--- src/rtl/tug_of_war_field.sv ---
// ---------------------------------------------------------------------------
// tug_of_war_field
//
// Two-player tug-of-war playfield. Each rising edge of a player's button
// pulls the lit position one step toward that player. Pulling past the
// player's own end of the field wins the round. After a round win the field
// goes dark for a short hold-off window. Once that window has expired, the
// next press starts a new round from the centre. When either score reaches
// its all-ones maximum, the match is over and the block freezes until reset.
//
// Parameters
//   NUM_LIGHTS  : number of playfield lights (odd, >= 3)
//   SCORE_W     : width of each player's round counter
//   HOLD_CYCLES : cycles after a round win during which presses are ignored
//
// Ports
//   clk       : clock, rising edge
//   reset     : synchronous, active-high reset
//   L, R      : left / right player buttons (already synchronized levels)
//   lights    : playfield, bit NUM_LIGHTS-1 leftmost, bit 0 rightmost
//   winL/winR : left / right player won the current round
//   scoreL/R  : rounds won by each player
//   matchOver : a score reached 2^SCORE_W-1
// ---------------------------------------------------------------------------
module tug_of_war_field #(
    parameter int NUM_LIGHTS  = 9,
    parameter int SCORE_W     = 3,
    parameter int HOLD_CYCLES = 4
) (
    input  logic                  clk,
    input  logic                  reset,
    input  logic                  L,
    input  logic                  R,
    output logic [NUM_LIGHTS-1:0] lights,
    output logic                  winL,
    output logic                  winR,
    output logic [SCORE_W-1:0]    scoreL,
    output logic [SCORE_W-1:0]    scoreR,
    output logic                  matchOver
);

    localparam int PW = $clog2(NUM_LIGHTS);
    localparam int HW = $clog2(HOLD_CYCLES + 1);

    localparam logic [PW-1:0]      CENTER    = PW'((NUM_LIGHTS - 1) / 2);
    localparam logic [PW-1:0]      LEFT_END  = PW'(NUM_LIGHTS - 1);
    localparam logic [SCORE_W-1:0] LAST_STEP = {{(SCORE_W-1){1'b1}}, 1'b0};
    localparam logic [HW-1:0]      HOLD_LOAD = HW'(HOLD_CYCLES);

    typedef enum logic [1:0] {
        PLAY  = 2'd0,
        WIN_L = 2'd1,
        WIN_R = 2'd2,
        DONE  = 2'd3
    } state_t;

    state_t        state;
    logic [PW-1:0] pos;
    logic [HW-1:0] hold;
    logic          l_prev;
    logic          r_prev;
    logic          last_l;   // winner of the most recent round, shown in DONE

    logic press_l;
    logic press_r;

    assign press_l = L & ~l_prev;
    assign press_r = R & ~r_prev;

    always_ff @(posedge clk) begin
        if (reset) begin
            state  <= PLAY;
            pos    <= CENTER;
            scoreL <= '0;
            scoreR <= '0;
            hold   <= '0;
            // Treat buttons as already held so a press held through reset
            // must be released and pressed again before it counts.
            l_prev <= 1'b1;
            r_prev <= 1'b1;
            last_l <= 1'b0;
        end else begin
            l_prev <= L;
            r_prev <= R;
            case (state)
                PLAY: begin
                    if (press_l && !press_r) begin
                        if (pos != LEFT_END) begin
                            pos <= pos + 1'b1;
                        end else begin
                            last_l <= 1'b1;
                            scoreL <= scoreL + 1'b1;
                            hold   <= HOLD_LOAD;
                            // The winning increment that reaches the
                            // maximum ends the match instead of the round.
                            state  <= (scoreL == LAST_STEP) ? DONE : WIN_L;
                        end
                    end else if (press_r && !press_l) begin
                        if (pos != '0) begin
                            pos <= pos - 1'b1;
                        end else begin
                            last_l <= 1'b0;
                            scoreR <= scoreR + 1'b1;
                            hold   <= HOLD_LOAD;
                            state  <= (scoreR == LAST_STEP) ? DONE : WIN_R;
                        end
                    end
                end
                WIN_L, WIN_R: begin
                    if (hold != '0) begin
                        hold <= hold - 1'b1;
                    end else if (press_l || press_r) begin
                        // The restarting press only re-centres; it never moves.
                        state <= PLAY;
                        pos   <= CENTER;
                    end
                end
                DONE: begin
                    // Frozen until reset.
                end
                default: begin
                    state <= PLAY;
                end
            endcase
        end
    end

    // Outputs are decoded purely from registered state.
    always_comb begin
        lights    = (state == PLAY) ? (NUM_LIGHTS'(1) << pos) : '0;
        winL      = (state == WIN_L) || ((state == DONE) && last_l);
        winR      = (state == WIN_R) || ((state == DONE) && !last_l);
        matchOver = (state == DONE);
    end

endmodule

--- config.mk ---
export PLATFORM = sky130hd
export DESIGN_NAME = tug_of_war_field
export DESIGN_NICKNAME = d
export VERILOG_FILES = /design/src/rtl/tug_of_war_field.sv
export SDC_FILE = /design/constraint.sdc
export NUM_CORES = 1
export LEC_CHECK = 0
export CAP_MARGIN = 40
export CORE_MARGIN = 2
export CORE_UTILIZATION = 56
export DETAILED_ROUTE_END_ITERATION = 7
export GPL_TIMING_DRIVEN = 0
export HOLD_SLACK_MARGIN = 0.05
export PLACE_DENSITY = 0.94
export SYNTH_ARGS = -nofsm -noshare
export SYNTH_HDL_FRONTEND = slang
export SYNTH_SLANG_ARGS = --single-unit
--- constraint.sdc ---
create_clock -name clk -period 5.5 [get_ports clk]
set_input_delay 1.1 -clock clk [delete_from_list [all_inputs] [get_ports clk]]
set_output_delay 1.1 -clock clk [all_outputs]
set_load 0.1 [all_outputs]
==> impl_metrics.env, run 1 <==
export IMPL_diodes=0
export IMPL_post_cts_buffers=0
export IMPL_wl_met3_um=332
export IMPL_dieHeight_um=51.2
export IMPL_worstPathMaxFanout=8
export IMPL_violations="DRC"
export IMPL_dp_cells=209
export IMPL_rows=17
export IMPL_routedWlPerCell_um=19.7
export IMPL_seqCellArea_um2=360
export IMPL_wl_met2_mm=2.16
export IMPL_ctsHoldBuffers=0
export IMPL_grt_pass1_vias=1384
export IMPL_cts_tree="built"
export IMPL_start_util_pct=57.6
export IMPL_finalCritPeriodShare_pct=67.7
export IMPL_yosysUniqueCellTypes=43
export IMPL_netlist_area_um2=1250
export IMPL_ys_async_sr_fraction_pct=0
export IMPL_min_path_cells=2
export IMPL_yosysMostFrequentCell="dfxtp_1"
export IMPL_finalSetupViolCount=0
export IMPL_ioPinCount=22
export IMPL_die_width_um=51.2
export IMPL_dieArea_um2=2620
export IMPL_power_density_nw_per_um2=237
export IMPL_drc=11
export IMPL_synthMuxAreaShare_pct=0
export IMPL_drt_total_wl_mm=4.22
export IMPL_ys_seq_area_share_pct=28.9
export IMPL_synth_fp_nets=163
export IMPL_critPathLaunchType="register"
export IMPL_relSlewSlack_pct=62.1
export IMPL_dr_total_vias=1338
export IMPL_clock_sinks=18
export IMPL_pre_cts_slack_ns=1.61
export IMPL_synth_seq_cells=18
export IMPL_final_cells=214
export IMPL_grt_overflow_total=0
export IMPL_portBuffers=20
export IMPL_maxCapViolCount=0
export IMPL_synthDominantCellAreaShare_pct=28.9
export IMPL_grt_max_degree=11
export IMPL_synth_largest_area_cell="dfxtp_1"
export IMPL_power_leakage_nw=0.741
export IMPL_yosys_top_cells_area="dfxtp_1 29%, ha_1 15%, inv_1 4.2%"
export IMPL_multi_input_area_um2=782
export IMPL_worstRegToRegCells=10
export IMPL_synthTopCellsByCount="18 x dfxtp_1, 15 x ha_1, 14 x inv_1, 14 x nor2_1"
export IMPL_drtIter0Drc=96
export IMPL_timing_setup_tns_ns=0
export IMPL_yosys_area_share_simple_pct=23.6
export IMPL_period_needed_ns=3.72
export IMPL_synth_main_ff_cell="dfxtp_1"
export IMPL_synth_fa_ha_area_share_pct=16.6
export IMPL_crit_required_ns=4.40
export IMPL_dpl_hpwl_mm=2.98
export IMPL_cts_htree_levels=1
export IMPL_status="finished with violations"
export IMPL_antenna_found_initial=0
export IMPL_cts_max_path_buffers=2
export IMPL_finalWorstSetupSlack_ns=1.78
export IMPL_utilization_pct=82.8
export IMPL_synth_top_family_by_area="simple AND/OR/NAND/NOR gates"
export IMPL_slew_violations=0
export IMPL_placed_cell_area_um2=1750
export IMPL_synth_area_per_cell_um2=8.73
export IMPL_synth_edff_count=0
export IMPL_finClkSkew_ns=0.00331
export IMPL_arrival_ns=2.62
export IMPL_met1_length_mm=1.52
export IMPL_worstMarginPinSlew_ns=0.568
export IMPL_synth_compound_area_share_pct=18.1
export IMPL_grt_pass1_wl_mm=6.78
export IMPL_clk_pin_slew_ns=0.11
export IMPL_gp_congestion=0.882
export IMPL_topRoutingLayerUsed="met4"
export IMPL_peakVddDrop_mv=0.203
export IMPL_min_from="hold[2]$_SDFFE_PP0P_"
export IMPL_min_delay_path_class="register to register"
export IMPL_yosys_warnings=0
export IMPL_crit_path_end_kind="output pin"
export IMPL_drt_pass1_iter_count=8
export IMPL_clockRootBuffer="clkbuf_4"
export IMPL_track_usage_pct=35.4
export IMPL_final_area_um2=1800
export IMPL_cts_repair_resized=0
export IMPL_total_power_mw=0.426
export IMPL_antenna_left=0
export IMPL_whs_ns=0.483
export IMPL_clkLatencyLatePin_ns=0.29
export IMPL_critPathKind="register to output pin"
export IMPL_core_area_um2=2170
export IMPL_syn2layout_area_growth_pct=43.8
export IMPL_fillers=109
export IMPL_nets=207
export IMPL_routed_via_density=6.25
export IMPL_grt_setup_unrepaired="false"
export IMPL_final_layout_size_suffix_gt1_share_pct=19.4
export IMPL_finalHoldViolCount=0
export IMPL_critPathLaunch="state[0]$_SDFFE_PP0P_"
export IMPL_cts_buffers=3
export IMPL_regToRegStartpoint="l_prev$_SDFF_PP1_"
export IMPL_synthCells=143
export IMPL_synth_xor_area_share_pct=4.21
export IMPL_max_clock_freq_ghz=0.269
[path summary, 6_finish.rpt]
kind,to,slack (ns)
max,lights[0],1.78
min,hold[2]$_SDFFE_PP0P_,0.48
max reg2reg,pos[3]$_SDFFE_PP0P_,2.77
min reg2reg,hold[2]$_SDFFE_PP0P_,0.48
[worst max-delay path: stages (launching register included)]
cell and delay [ns]:
dfxtp_1 0.36, inv_1 0.11, ha_1 0.34, or3b_1 0.46, nor3_2 0.25, clkdlybuf4s50_1 0.59
buf_8 0.21
[cell type report]
type / count / area share [%]
Tap cell: 28 / 1.95
Buffer: 8 / 3.00
Multi-Input combinational cell: 103 / 43.6
Sequential cell: 18 / 20.1
Timing Repair Buffer: 39 / 26.5
Clock buffer: 4 / 2.02
Inverter: 14 / 2.93
[cells in the final DEF, fill, tap and decap left out, types with 2 or more instances in the layout]
cell,instances
nand2_1,3
ha_1,15
nor2_1,14
o21ai_0,9
o32ai_1,2
nand4_1,3
clkbuf_4,3
buf_6,2
a21o_1,4
or4_1,2
dfxtp_1,18
a211oi_1,2
a211o_1,2
buf_8,18
nand2b_1,3
and2_1,2
xor2_1,2
clkdlybuf4s50_1,20
a311oi_1,2
or2_2,3
a21oi_1,9
buf_4,2
or4b_1,2
xnor2_1,4
inv_1,14
nor2b_1,2
clkbuf_1,3
[where the power goes]
group | leakage [nW] | internal, mW | total, mW | switching [mW]
Sequential | 0.146 | 0.137 | 0.143 | 0.00596
Combinational | 0.574 | 0.0706 | 0.199 | 0.128
Clock | 0.0210 | 0.0403 | 0.0846 | 0.0443
[metal layers]
metal | up-vias | track usage (%)
met4 | 0 | 14.9
met2 | 104 | 64.9
met1 | 612 | 38.1
met3 | 32 | 9.36
met5 | - | 0
li1 | 590 | -
[registers in the layout (all words and copies together), names as in the netlist]
register,cells
scoreR,3
state,2
hold,3
l_prev,1
scoreL,3
pos,4
r_prev,1
last_l,1
[logic make-up (layout without fill, tap and decap cells)]
kind of cell / after synthesis / count (layout)
AOI/OAI and AO/OA: 34 / 34
xor gates and xnor gates: 6 / 6
adders and majority gates: 16 / 16
buffers and inverters: 22 / 65
DFF: 18 / 18
and+or+nand+nor: 47 / 47
(Power assumes the default switching activity.)
==> inputs of run 2 (changes only) <==
--- a/config.mk
+++ b/config.mk
@@ -7,11 +7,11 @@
 export LEC_CHECK = 0
 export CAP_MARGIN = 40
 export CORE_MARGIN = 2
-export CORE_UTILIZATION = 56
+export CORE_UTILIZATION = 47
 export DETAILED_ROUTE_END_ITERATION = 7
 export GPL_TIMING_DRIVEN = 0
 export HOLD_SLACK_MARGIN = 0.05
-export PLACE_DENSITY = 0.94
+export PLACE_DENSITY = 0.85
 export SYNTH_ARGS = -nofsm -noshare
 export SYNTH_HDL_FRONTEND = slang
 export SYNTH_SLANG_ARGS = --single-unit
==> constraint.sdc (replaced) <==
create_clock -name clk -period 3.29 [get_ports clk]
set_input_delay 0.658 -clock clk [delete_from_list [all_inputs] [get_ports clk]]
set_output_delay 0.658 -clock clk [all_outputs]
set_load 0.1 [all_outputs]
==> impl_metrics.env, run 2 (synthesis gave the netlist of run 1 again) <==
export IMPL_worstPathMaxFanout=9
export IMPL_routedWlPerCell_um=20.2
export IMPL_start_util_pct=49.9
export IMPL_fillers=137
export IMPL_timing_setup_tns_ns=0
export IMPL_dieArea_um2=3090
export IMPL_critPathKind="input pin to register"
export IMPL_whs_ns=0.479
export IMPL_status="complete, no violations"
export IMPL_relSlewSlack_pct=62.7
export IMPL_worstRegToRegCells=10
export IMPL_drt_pass1_iter_count=4
export IMPL_cts_max_path_buffers=2
export IMPL_crit_required_ns=3.52
export IMPL_p_seq_share_pct=32.7
export IMPL_power_leakage_nw=0.738
export IMPL_largest_register_ffs=4
export IMPL_grt_max_degree=11
export IMPL_ioPinCount=22
export IMPL_pwr_share_comb_pct=48.0
export IMPL_crit_family="buffers and inverters"
export IMPL_drtIter0Drc=96
export IMPL_wl_met2_mm=2.15
export IMPL_finClkSkew_ns=0.00618
export IMPL_crit_path_end_kind="register"
export IMPL_arrival_ns=3.40
export IMPL_cts_tree="built"
export IMPL_grt_overflow_total=0
export IMPL_min_delay_path_class="register to register"
export IMPL_max_clock_freq_ghz=0.315
export IMPL_wl_met3_um=326
export IMPL_power_density_nw_per_um2=402
export IMPL_worstReg2RegEnd="pos[3]$_SDFFE_PP0P_"
export IMPL_dieHeight_um=55.5
export IMPL_cts_htree_levels=1
export IMPL_grt_pass1_wl_mm=6.95
export IMPL_finalCritPeriodShare_pct=96.4
export IMPL_rows=18
export IMPL_clock_sinks=18
export IMPL_grt_setup_unrepaired="false"
export IMPL_clk_pin_slew_ns=0.11
export IMPL_worstMarginPinSlew_ns=0.559
export IMPL_die_width_um=55.5
export IMPL_dpl_hpwl_mm=2.79
export IMPL_portBuffers=20
export IMPL_layout_commonest_cell="clkdlybuf4s50_1"
export IMPL_drc=0
export IMPL_nets=206
export IMPL_core_area_um2=2500
export IMPL_period_needed_ns=3.17
export IMPL_dr_total_vias=1338
export IMPL_layout_common_cells="20 x clkdlybuf4s50_1, 18 x dfxtp_1, 18 x buf_8"
export IMPL_reg2reg_slack_ns=0.60
export IMPL_cpPeakStageDelay_ns=0.50
export IMPL_critPathLaunch="L"
export IMPL_internal_power_mw=0.421
export IMPL_pwr_share_clk_pct=19.3
export IMPL_syn2layout_area_growth_pct=46.4
export IMPL_crit_chain="clkdlybuf4s50_1 > nand2b_1 > inv_1 > ha_1 > buf_4 > inv_1 > ha_1 > and3_4 > or3_1 > a2111o_1 > a31oi_1"
export IMPL_multi_input_area_um2=817
export IMPL_topRoutingLayerUsed="met4"
export IMPL_cp_slowest_cell="clkdlybuf4s50_1"
export IMPL_cts_buffers=3
export IMPL_p_switching_mw=0.313
export IMPL_final_layout_size_suffix_gt1_share_pct=21.6
export IMPL_finalSetupViolCount=0
export IMPL_maxCapViolCount=0
export IMPL_drt_total_wl_mm=4.34
export IMPL_antenna_found_initial=0
export IMPL_slew_violations=0
export IMPL_worst_path_buf_inv=4
export IMPL_track_usage_pct=28.9
export IMPL_crit_cells=11
export IMPL_antenna_left=0
export IMPL_regToRegStartpoint="l_prev$_SDFF_PP1_"
export IMPL_endpoint="pos[3]$_SDFFE_PP0P_"
export IMPL_clockRootBuffer="clkbuf_4"
export IMPL_gp_congestion=0.815
export IMPL_finalHoldViolCount=0
export IMPL_seqCellArea_um2=360
export IMPL_grt_pass1_vias=1394
export IMPL_top_register="pos"
export IMPL_critPathLaunchType="input pin"
export IMPL_routed_via_density=6.22
export IMPL_met1_length_mm=1.56
export IMPL_clkLatencyLatePin_ns=0.30
export IMPL_diodes=0
export IMPL_peakVddDrop_mv=0.309
export IMPL_switching_share_pct=42.6
==> run 2: changes by cell type in the layout (fill, tap and decap cells not counted), sizes merged <==
cell,before,now
clkbuf,8,7
==> run 2: metal layers <==
| layer | vias to the layer above | global-route usage (%) |
|---|---|---|
| met5 | - | 0 |
| met4 | 0 | 16.4 |
| met3 | 30 | 3.98 |
| met2 | 107 | 51.7 |
| met1 | 615 | 32.6 |
| li1 | 586 | - |
==> run 2: layout make-up <==
cell class	instances	share of cell area, %
Timing Repair Buffer	38	25.7
Sequential cell	18	19.7
Buffer	8	2.94
Inverter	14	2.87
Clock buffer	4	1.98
Tap cell	30	2.05
Multi-Input combinational cell	103	44.7
==> run 2: worst min path at each step <==
stage | from | slack (ns) | end | cells after the start
4_1_cts | hold[2]$_SDFFE_PP0P_ | 0.48 | hold[2]$_SDFFE_PP0P_ | 2
5_1_grt | hold[2]$_SDFFE_PP0P_ | 0.52 | hold[2]$_SDFFE_PP0P_ | 2
6_report | hold[2]$_SDFFE_PP0P_ | 0.48 | hold[2]$_SDFFE_PP0P_ | 2
2_1_floorplan | hold[2]$_SDFFE_PP0P_ | 0.45 | hold[2]$_SDFFE_PP0P_ | 2
3_3_place_gp | hold[1]$_SDFFE_PP0P_ | 0.46 | hold[1]$_SDFFE_PP0P_ | 2
3_5_place_dp | hold[2]$_SDFFE_PP0P_ | 0.46 | hold[2]$_SDFFE_PP0P_ | 2
==> run 2: power groups by stage <==
stage	Clock (mW)	Sequential (mW)	Combinational [mW]
after floorplan	0	0.244	0.211
after global placement	0	0.242	0.262
after detailed placement	0	0.242	0.320
after CTS	0.140	0.238	0.333
after global routing	0.149	0.241	0.360
final	0.142	0.240	0.352
==> run 2: per-stage QoR <==
stage	cells	power, mW	setup WS [ns]	area [um2]	utilization [%]
global placement	193	0.504	0.00875	1490	59.7
global route	215	0.750	0.0315	1830	73.1
CTS	215	0.711	0.0477	1810	72.4
detailed placement	211	0.562	-0.150	1760	70.5
finish	215	0.734	0.120	1830	73.1
floorplan	143	0.455	0.301	1250	-
==> run 2: tightest hold or removal path, stage by stage (launching register included) <==
cell and delay, ns:
dfxtp_1 0.32, o21ai_0 0.06, a21oi_1 0.06
==> run 2: repair_timing <==
item / CTS / global route
endpoints found under the setup margin: 2 / 4
setup buffers: 0 / 0
gates resized for setup: 2 / 3
hold buffers: 0 / 0
gates cloned: 0 / 0
==> inputs of run 3 (changes only) <==
--- a/config.mk
+++ b/config.mk
@@ -7,11 +7,12 @@
 export LEC_CHECK = 0
 export CAP_MARGIN = 40
 export CORE_MARGIN = 2
-export CORE_UTILIZATION = 47
+export CORE_UTILIZATION = 35
 export DETAILED_ROUTE_END_ITERATION = 7
 export GPL_TIMING_DRIVEN = 0
 export HOLD_SLACK_MARGIN = 0.05
-export PLACE_DENSITY = 0.85
+export PLACE_DENSITY = 0.69
+export SLEW_MARGIN = 20
 export SYNTH_ARGS = -nofsm -noshare
 export SYNTH_HDL_FRONTEND = slang
 export SYNTH_SLANG_ARGS = --single-unit
==> impl_metrics.env, run 3 (synthesis gave the netlist of run 1 again) <==
export IMPL_dieArea_um2=4060
export IMPL_crit_chain="inv_1 > ha_2 > or3b_1 > nor3_4 > clkdlybuf4s50_1 > buf_8"
export IMPL_rows=21
export IMPL_grt_max_degree=11
export IMPL_dpl_hpwl_mm=2.49
export IMPL_drtIter0Drc=56
export IMPL_track_usage_pct=17.2
export IMPL_start_util_pct=36.8
export IMPL_gp_congestion=0.781
export IMPL_antenna_found_initial=0
export IMPL_status="complete, no violations"
export IMPL_utilization_pct=54.1
export IMPL_die_width_um=63.7
export IMPL_clk_pin_slew_ns=0.11
export IMPL_cpPeakStageDelay_ns=0.56
export IMPL_slew_violations=0
export IMPL_critPathLaunchType="register"
export IMPL_diodes=0
export IMPL_syn2layout_area_growth_pct=46.8
export IMPL_cts_htree_levels=1
export IMPL_antenna_left=0
export IMPL_cp_slowest_cell="clkdlybuf4s50_1"
export IMPL_layout_common_cells="20 x clkdlybuf4s50_1, 18 x dfxtp_1, 18 x buf_8"
export IMPL_clock_sinks=18
export IMPL_finalHoldViolCount=0
export IMPL_portBuffers=20
export IMPL_arrival_ns=2.48
export IMPL_relSlewSlack_pct=65.6
export IMPL_routed_via_density=5.12
export IMPL_clockRootBuffer="clkbuf_4"
export IMPL_final_layout_size_suffix_gt1_share_pct=20.5
export IMPL_critPathKind="register to output pin"
export IMPL_power_density_nw_per_um2=382
export IMPL_maxCapViolCount=0
export IMPL_ioPinCount=22
export IMPL_core_area_um2=3390
export IMPL_cts_max_path_buffers=2
export IMPL_peakVddDrop_mv=0.381
export IMPL_clkLatencyLatePin_ns=0.30
export IMPL_grt_setup_unrepaired="false"
export IMPL_power_leakage_nw=0.737
export IMPL_grt_pass1_vias=1229
export IMPL_cts_buffers=3
export IMPL_worstPathMaxFanout=8
export IMPL_routedWlPerCell_um=13.6
export IMPL_drt_pass1_iter_count=4
export IMPL_period_needed_ns=3.14
export IMPL_worstMarginPinSlew_ns=0.516
export IMPL_ctsHoldBuffers=0
export IMPL_top_register="pos"
export IMPL_layout_commonest_cell="clkdlybuf4s50_1"
export IMPL_finalSetupViolCount=0
export IMPL_largest_register_ffs=4
export IMPL_dieHeight_um=63.7
export IMPL_min_delay_path_class="register to register"
export IMPL_finClkSkew_ns=0.00733
export IMPL_max_clock_freq_ghz=0.319
export IMPL_drt_total_wl_mm=3.14
export IMPL_finalCritPeriodShare_pct=95.4
export IMPL_nets=206
export IMPL_crit_required_ns=2.63
export IMPL_grt_pass1_wl_mm=5.57
export IMPL_dr_total_vias=1183
export IMPL_drc=0
export IMPL_grt_overflow_total=0
export IMPL_cts_tree="built"
export IMPL_total_power_mw=0.700
export IMPL_crit_path_end_kind="output pin"
run 3: cell types whose count changed in the layout (fill, tap and decap cells not counted):
cell    before  now
ha_1        13   14
ha_4         1    0
or3b_1       0    1
or3b_4       1    0
run 3: per-stage QoR:
| step | std cells | setup TNS, ns | hold WS (ns) | instance area (um2) | setup slack [ns] |
|---|---|---|---|---|---|
| 2_1_floorplan | 143 | 0 | 0.450 | 1250 | 0.301 |
| 3_3_place_gp | 209 | -0.00980 | 0.458 | 1510 | -0.00980 |
| 3_5_place_dp | 227 | -0.0734 | 0.473 | 1780 | -0.0734 |
| 4_1_cts | 231 | 0 | 0.490 | 1820 | 0.0310 |
| 5_1_grt | 231 | 0 | 0.526 | 1830 | 0.00367 |
| 6_report | 231 | 0 | 0.492 | 1830 | 0.152 |
run 3: path summary, 6_finish.rpt:
check                                            from              endpoint  slack [ns]  depth (start not counted)
worst min register to register   hold[2]$_SDFFE_PP0P_  hold[2]$_SDFFE_PP0P_        0.49                          2
worst max register to register      l_prev$_SDFF_PP1_   pos[3]$_SDFFE_PP0P_        0.69                         10
worst max-delay path            state[1]$_SDFFE_PP0P_             lights[0]        0.15                          6
worst min-delay path             hold[2]$_SDFFE_PP0P_  hold[2]$_SDFFE_PP0P_        0.49                          2
run 3: layer usage:
metal  up-vias  track usage [%]  share of wire (%)
li1        590                -                  -
met3         4             3.52                2.9
met4         0             4.35                1.2
met5         -                0                  0
met2        21             31.6                 53
met1       568             20.2                 43
run 3: where the power goes:
| group | leakage, nW | internal, mW | total, mW | switching [mW] |
|---|---|---|---|---|
| registers | 0.146 | 0.229 | 0.238 | 0.00901 |
| logic | 0.570 | 0.119 | 0.319 | 0.201 |
| clock network | 0.0210 | 0.0676 | 0.143 | 0.0759 |
run 3: final cells by class:
class / instances / area [um2]
buffer: 8 / 53.8
sequential: 18 / 360
tap: 46 / 57.6
multi-input combinational: 103 / 802
timing repair buffer: 38 / 470
clock buffer: 4 / 36.3
fill: 278 / 1560
inverter: 14 / 52.6
run 3: critical path: cells and delay by family (launching register included):
kind	cells	cell delay [ns]
fa+ha+maj	1	0.26
buf+inv	3	0.87
flops	1	0.35
simple gates	2	0.70
run 3: what timing repair did:
action                                  4_1_cts  5_1_grt
gates resized for setup                       1        2
setup buffers                                 0        0
endpoints found under the setup margin        1        1
endpoints found under the hold margin         0        0
